## src/rtl/fix15_mul_arbiter_if.sv

```systemverilog
// Handshake bundle between the boid-update requesters and the shared fix15 multiplier.
// Requesters use the master view; the arbiter uses the slave view.
interface fix15_mul_arbiter_if #(
    parameter int N_REQ = 4,
    parameter int ID_W  = 2
);
    logic [N_REQ-1:0]    req_valid;
    logic [N_REQ-1:0]    req_ready;
    logic [32*N_REQ-1:0] req_a;
    logic [32*N_REQ-1:0] req_b;
    logic                resp_valid;
    logic [ID_W-1:0]     resp_id;
    logic [31:0]         resp_q;
    logic                resp_ready;

    modport master (
        output req_valid, req_a, req_b, resp_ready,
        input  req_ready, resp_valid, resp_id, resp_q
    );

    modport slave (
        input  req_valid, req_a, req_b, resp_ready,
        output req_ready, resp_valid, resp_id, resp_q
    );
endinterface

```

## src/rtl/fix15_mul_arbiter.sv

```systemverilog
// Round-robin arbiter sharing one pipelined Q16.15 multiplier among N_REQ requesters.
// Results return in issue order, tagged with the requester ID; a stalled output freezes the whole pipe.
module fix15_mul_arbiter #(
    parameter int N_REQ = 4,
    parameter int PIPE  = 2,
    parameter int ID_W  = 2
) (
    input  logic               clk,
    input  logic               reset_n,
    fix15_mul_arbiter_if.slave bus
);
    logic [ID_W-1:0]  ptr;
    logic [ID_W-1:0]  idx;
    logic [ID_W-1:0]  win_id;
    logic             win_found;
    logic [N_REQ-1:0] grant;
    logic             stall;
    logic             issue;

    logic [31:0]      a_sel;
    logic [31:0]      b_sel;
    logic [63:0]      a_ext;
    logic [63:0]      b_ext;
    logic [31:0]      mul_q;

    logic             v_pipe  [PIPE];
    logic [ID_W-1:0]  id_pipe [PIPE];
    logic [31:0]      q_pipe  [PIPE];

    logic             resp_valid_r;
    logic [ID_W-1:0]  resp_id_r;
    logic [31:0]      resp_q_r;

    assign stall = resp_valid_r && !bus.resp_ready;

    // Search p, p+1, ... wrapping; first valid requester wins.
    always_comb begin
        idx       = '0;
        win_id    = '0;
        win_found = 1'b0;
        for (int unsigned i = 0; i < N_REQ; i++) begin
            idx = ID_W'((32'(ptr) + i) % N_REQ);
            if (!win_found && bus.req_valid[idx]) begin
                win_found = 1'b1;
                win_id    = idx;
            end
        end
    end

    always_comb begin
        grant = '0;
        if (win_found && !stall && reset_n) begin
            grant[win_id] = 1'b1;
        end
    end

    assign issue         = |grant;
    assign bus.req_ready = grant;

    // Product is formed at issue; the trailing stages give the tools room to retime into DSP registers.
    assign a_sel = bus.req_a[32*win_id +: 32];
    assign b_sel = bus.req_b[32*win_id +: 32];
    assign a_ext = {{32{a_sel[31]}}, a_sel};
    assign b_ext = {{32{b_sel[31]}}, b_sel};
    assign mul_q = 32'((a_ext * b_ext) >> 15);

    always_ff @(posedge clk or negedge reset_n) begin
        if (!reset_n) begin
            for (int unsigned s = 0; s < PIPE; s++) begin
                v_pipe[s]  <= 1'b0;
                id_pipe[s] <= '0;
                q_pipe[s]  <= '0;
            end
            resp_valid_r <= 1'b0;
            resp_id_r    <= '0;
            resp_q_r     <= '0;
            ptr          <= '0;
        end else if (!stall) begin
            v_pipe[0]  <= issue;
            id_pipe[0] <= win_id;
            q_pipe[0]  <= mul_q;
            for (int unsigned s = 1; s < PIPE; s++) begin
                v_pipe[s]  <= v_pipe[s-1];
                id_pipe[s] <= id_pipe[s-1];
                q_pipe[s]  <= q_pipe[s-1];
            end
            resp_valid_r <= v_pipe[PIPE-1];
            resp_id_r    <= id_pipe[PIPE-1];
            resp_q_r     <= q_pipe[PIPE-1];
            if (issue) begin
                ptr <= ID_W'((32'(win_id) + 32'd1) % N_REQ);
            end
        end
    end

    assign bus.resp_valid = resp_valid_r;
    assign bus.resp_id    = resp_id_r;
    assign bus.resp_q     = resp_q_r;
endmodule
```

## src/flat_wrapper.sv

```systemverilog
// flat-port wrapper written by rule: the top's interface ports become plain ports
module fix15_mul_arbiter_flat 
#(
    parameter int N_REQ = 4,
    parameter int PIPE  = 2,
    parameter int ID_W  = 2
)
  (clk, reset_n, bus_req_valid, bus_req_a, bus_req_b, bus_resp_ready, bus_req_ready, bus_resp_valid, bus_resp_id, bus_resp_q);
  fix15_mul_arbiter_if #(.N_REQ(N_REQ), .ID_W(ID_W)) bus_i ();
  input  logic clk;
  input  logic reset_n;
  input wire logic [$bits(bus_i.req_valid)-1:0] bus_req_valid;
  input wire logic [$bits(bus_i.req_a)-1:0] bus_req_a;
  input wire logic [$bits(bus_i.req_b)-1:0] bus_req_b;
  input wire logic [$bits(bus_i.resp_ready)-1:0] bus_resp_ready;
  output wire logic [$bits(bus_i.req_ready)-1:0] bus_req_ready;
  output wire logic [$bits(bus_i.resp_valid)-1:0] bus_resp_valid;
  output wire logic [$bits(bus_i.resp_id)-1:0] bus_resp_id;
  output wire logic [$bits(bus_i.resp_q)-1:0] bus_resp_q;
  assign bus_i.req_valid = bus_req_valid;
  assign bus_i.req_a = bus_req_a;
  assign bus_i.req_b = bus_req_b;
  assign bus_i.resp_ready = bus_resp_ready;
  assign bus_req_ready = bus_i.req_ready;
  assign bus_resp_valid = bus_i.resp_valid;
  assign bus_resp_id = bus_i.resp_id;
  assign bus_resp_q = bus_i.resp_q;
  fix15_mul_arbiter #(.N_REQ(N_REQ), .PIPE(PIPE), .ID_W(ID_W)) u_core (.clk(clk), .reset_n(reset_n), .bus(bus_i));
endmodule
```

## config.mk

```make
export PLATFORM = sky130hd
export DESIGN_NAME = fix15_mul_arbiter_flat
export DESIGN_NICKNAME = d
export VERILOG_FILES = /design/src/rtl/fix15_mul_arbiter_if.sv /design/src/rtl/fix15_mul_arbiter.sv /design/src/flat_wrapper.sv
export SDC_FILE = /design/constraint.sdc
export NUM_CORES = 2
export LEC_CHECK = 0
export ABC_CLOCK_PERIOD_IN_PS = 19900
export CORE_AREA = 2 2 310 282
export CTS_BUF_LIST = sky130_fd_sc_hd__clkbuf_4 sky130_fd_sc_hd__clkbuf_8
export CTS_CLUSTER_DIAMETER = 60
export DETAILED_ROUTE_END_ITERATION = 10
export DIE_AREA = 0 0 312 284
export GPL_TIMING_DRIVEN = 0
export PLACE_DENSITY = 0.68
export SLEW_MARGIN = 20
export SYNTH_ARGS = -nofsm -noshare
export SYNTH_HDL_FRONTEND = slang
export SYNTH_SLANG_ARGS = --single-unit
```

## constraint.sdc

```tcl
create_clock -name clk -period 19.9 [get_ports clk]
set_input_delay 4.975 -clock clk [delete_from_list [all_inputs] [get_ports clk]]
set_output_delay 4.975 -clock clk [all_outputs]
set_load 0.05 [all_outputs]
```

[Word level (Yosys, flattened, before mapping)]
Index checks and enable logic that the tools add are counted.
Word-level totals
  flip-flop bits (word level): 107
  input port bits: 263
  output and inout bits: 39
  word-level logic and storage cells: 57
Cells by class
  muxes and demuxes: 19
  order comparisons: 6
  add/subtract/negate cells: 4
  reductions and logical operators: 14
  multipliers: 1
  bitwise logic cells: 1
  shift operators: 2
Operator list (number)
  indexed part select 128 x 8 -> 32 bit: 2
  multiplier 32 x 32 -> 47 bit: 1
  < comparator 2 x 3 -> 1 bit, second input constant: 5
  two-way mux 1 bit: 9
  binary-select mux 1 bit (select 2 bit): 4
  two-way mux 2 bit: 4
  logical AND 1 bit: 7
  zero test 1 bit: 5
  adder 2 x 1 -> 2 bit, second input constant: 2
  adder 2 bit, second input constant: 2
  two-way mux 4 bit: 1
  OR reduction 4 bit: 1
  demux 1 bit (select 2 bit): 1
  >= comparator 2 x 1 -> 1 bit, second input constant: 1
  AND reduction 2 bit: 1
  NOT 1 bit: 1

[Depth between registers and ports, before layout]
  word-level depth: 19
  gate-level depth with buffers: 43
  mapped depth without buffers: 36

[Worst setup path after synthesis]
No wires, ideal clock.
  kind: input to register
  start: input port bus_req_valid[2]
  end: register u_core.q_pipe[63] (netlist bit)
  slack: 5664 ps
  data arrival time: 14140 ps
  path buffers: 8
  cell stages on the path: 39
  cell sequence: mux2i_1 nor2_1 nor3_4 buf_4 buf_4 buf_6 clkbuf_1 buf_2 buf_1 nand2_1 nand3_1 and2_1 clkbuf_1 nand2_1 fa_1 inv_1 fa_1 inv_1 (+3 left out) fa_1 inv_1 fa_1 fa_1 fa_1 inv_1 ha_1 clkbuf_1 nand2_1 o21a_1 a211oi_1 nor2_1 o41a_1 nor4b_1 o21ai_0 a21boi_0 nor3_1 o31ai_1
On the way
  cells in the longest elaborated chain, start to end: 14
Ends and longest elaborated chain
  start: declaration: line flat_wrapper.sv:12  | input wire logic [$bits(bus_i.req_valid)-1:0] bus_req_valid;
  binary-select mux 1 bit (select 2 bit): line fix15_mul_arbiter.sv:43  | if (!win_found && bus.req_valid[idx]) begin
  two-way mux 1 bit (implied by the code): line fix15_mul_arbiter.sv:43
  two-way mux 1 bit: line fix15_mul_arbiter.sv:43
  zero test 1 bit: line fix15_mul_arbiter.sv:43
  logical AND 1 bit: line fix15_mul_arbiter.sv:43
  two-way mux 1 bit: line fix15_mul_arbiter.sv:43
  zero test 1 bit: line fix15_mul_arbiter.sv:43
  logical AND 1 bit: line fix15_mul_arbiter.sv:43
  two-way mux 1 bit: line fix15_mul_arbiter.sv:43
  zero test 1 bit: line fix15_mul_arbiter.sv:43
  logical AND 1 bit: line fix15_mul_arbiter.sv:43
  two-way mux 2 bit *: line fix15_mul_arbiter.sv:43
  indexed part select 128 x 8 -> 32 bit (on tied branches): line fix15_mul_arbiter.sv:61, fix15_mul_arbiter.sv:62
  multiplier 32 x 32 -> 47 bit *: line fix15_mul_arbiter.sv:65  | assign mul_q = 32'((a_ext * b_ext) >> 15);
  end signal: indexed assignment: line fix15_mul_arbiter.sv:85  | q_pipe[s] <= q_pipe[s-1];
  end: declaration: line fix15_mul_arbiter.sv:28  | logic [31:0] q_pipe [PIPE];
Every way passes the cells marked *; elsewhere a longest branch is shown, timed or not. The select of a mux whose other input is x is not followed.
A chain may end at the register's enable or synchronous reset.

[Final worst setup path]
Same ends and word-level chain as after synthesis.

==> out/qor.csv <==
metric,value,unit
status,"finished, final reports clean",
synth_edf_count,0,
cts_resized,0,
maxSlewViolCount,0,
cp_max_fo,10,
core_area,85300,um^2
viasPerCell,5.30,
setup_tns,0,ns
worstSetupEndpointType,flop,
setup_viol,0,
cp.arrival,18.31,ns
ys_seq_elements,107,
synth_nets,5203,
drt_wl_total,137000,um
path_class,primary input to flop,
antenna_left,0,
ys_warn_count,0,
area_growth,14.1,%
tightest_slew,1.31,ns
wire_per_inst,25.2,um
start_kind,primary input,
cpMostUsedCell,fa_1,
cp_num_buf_inv,10,
min_period_over_period,0.906,
die_area,88600,um^2
timing.final.hold_violations,0,
cts_tree,built,
clock-sinks,107,
io_pins,302,
cp_data_required_time,20.19,ns
grt.overflow.total,0,
dr_total_vias,28700,
antenna_found_initial,2,
post-route-drc-count,0,
post-route-min-period,18.02,ns
synth_ff_type,dfrtp_1,
grt_max_degree,84,
htreeDepth,3,
cts_buffer_depth,2,
post_cts_buffers,0,
cp_top_family,adder cells,
synth_cell_types,62,
drive_gt1_frac,0.0182,
maxCapViolCount,0,
drtPass1Iterations,6,
grt_pass1_vias,30100,
hold_class,flop to flop,
start_util,0.397,
clock.fmax,55.5,MHz
ys_seq_area_frac,0.0790,
root_buffer,clkbuf_8,
synthCells,3958,
fp-row-count,102,
die_w,312,um
synth-async-reset-ratio,1.00,
finClkSkew,0.00840,ns
grtUsageTotal,0.313,
crit_slowest_cell,nor3_4,
place.gp.congestion,1.10,
n_fill_cell,8625,
portBuffers,301,
cts_buffers,9,
fin_nets,5518,
rsz0062_at_grt,false,
synthesis.area,33900,um^2
hpwl,114000,um
clkTransAtPathRegs,0.10,ns
cts_hold_buffers,0,
clk_latency,0.37,ns
relSlewSlack,0.126,
avgSynthCellArea,8.56,um^2
slowest_delay,0.93,ns
grt_pass1_wl,200000,um
die_h,284,um
drt_iter0_drc,3060,
layer usage:
metal  share of wire  track usage  up-vias
li1                -            -    12200
met1            0.39        0.407    14300
met2            0.41        0.455     1907
met3            0.15        0.130      303
met4           0.054        0.139        0
met5               0            0        -
sequential cells by signal (all words and copies together) (netlist names):
name                   cells
u_core.bus.resp_q         32
u_core.bus.resp_id         2
u_core.bus.resp_valid      1
u_core.v_pipe              2
u_core.id_pipe             4
u_core.q_pipe             64
u_core.ptr                 2
worst paths after layout:
check,from,endpoint,slack [ns],depth (start not counted)
max,bus_req_valid[2],u_core.q_pipe[63],1.88,36
min,u_core.v_pipe[0],u_core.bus.resp_valid,0.47,1
max reg2reg,u_core.ptr[1],u_core.q_pipe[63],6.52,35
min reg2reg,u_core.v_pipe[0],u_core.bus.resp_valid,0.47,1
max in group asynchronous,reset_n,u_core.bus.resp_q[18],14.79,2
min in group asynchronous,reset_n,u_core.bus.resp_q[2],4.45,1
cell type report:
cell class | count | area, um^2 | area share
tap | 1144 | 1430 | 0.0370
sequential | 107 | 2680 | 0.0692
timing repair buffer | 304 | 3060 | 0.0791
clock buffer | 11 | 145 | 0.00375
multi-input combinational | 2844 | 27500 | 0.710
clock inverter | 5 | 62.6 | 0.00162
inverter | 805 | 3030 | 0.0783
buffer | 202 | 797 | 0.0206
antenna | 4 | 10.0 | 0.000259
Yosys cell counts (3+ instances only):
cell,instances,share of area
a211o_1,3,0.00078
a211oi_1,4,0.00089
a21o_1,31,0.0069
a21oi_1,58,0.0086
a31oi_1,9,0.0017
a41oi_1,3,0.00078
and2_1,54,0.010
and3_1,7,0.0013
buf_1,13,0.0014
buf_2,8,0.0012
buf_4,5,0.0011
clkbuf_1,175,0.019
dfrtp_1,107,0.079
fa_1,816,0.48
ha_1,166,0.061
inv_1,803,0.089
mux2_2,14,0.0047
mux2i_1,105,0.031
nand2_1,919,0.10
nand2b_1,8,0.0015
nand3_1,57,0.0084
nand4_1,10,0.0018
nor2_1,416,0.046
nor2b_1,11,0.0020
nor3_1,3,0.00044
nor3b_1,3,0.00066
nor4_1,3,0.00055
o21a_1,8,0.0018
o21ai_0,27,0.0040
o21ai_1,4,0.00059
o21bai_1,7,0.0016
o22ai_1,3,0.00055
o31ai_1,3,0.00066
xnor2_1,58,0.015
xor2_1,10,0.0026
cell families (layout without fill, tap and decap cells):
group,count (synthesis),after routing,share of synthesized area
XOR/XNOR,69,69,0.0182
AO/OA/AOI/OAI,174,174,0.0334
AND/OR/NAND/NOR,1499,1499,0.177
other,0,4,0
multiplexers,120,120,0.0363
flip-flops,107,107,0.0790
buffers and inverters,1007,1327,0.113
adder cells (fa/ha/maj),982,982,0.543
cells in the final DEF (no fill, tap or decap), types with 14 or more instances in the layout:
master / netlist / final
xnor2_1: 58 / 58
fa_1: 816 / 816
ha_1: 166 / 166
nand2_1: 919 / 919
a21o_1: 31 / 31
o21ai_0: 27 / 27
dfrtp_1: 107 / 107
and2_1: 54 / 54
nor2_1: 416 / 416
clkbuf_1: 175 / 174
clkdlybuf4s50_1: 0 / 300
mux2i_1: 105 / 94
mux2_2: 14 / 14
inv_1: 803 / 803
a21oi_1: 58 / 58
nand3_1: 57 / 57
through the flow:
| step | instance area, um^2 | hold slack (ns) | util | cells | setup WS [ns] |
|---|---|---|---|---|---|
| floorplan | 33900 | 0.430 | - | 3958 | 5.66 |
| global placement | 38300 | 0.443 | 0.450 | 5403 | 1.68 |
| detailed placement | 38400 | 0.447 | 0.451 | 5406 | 1.67 |
| CTS | 38600 | 0.466 | 0.453 | 5422 | 2.00 |
| global route | 38700 | 0.487 | 0.453 | 5422 | 1.19 |
| finish | 38700 | 0.468 | 0.454 | 5426 | 1.88 |
Power is left out: the tool's default activity adds up to more than one toggle a clock period on the data nets, which glitch-free logic cannot reach.
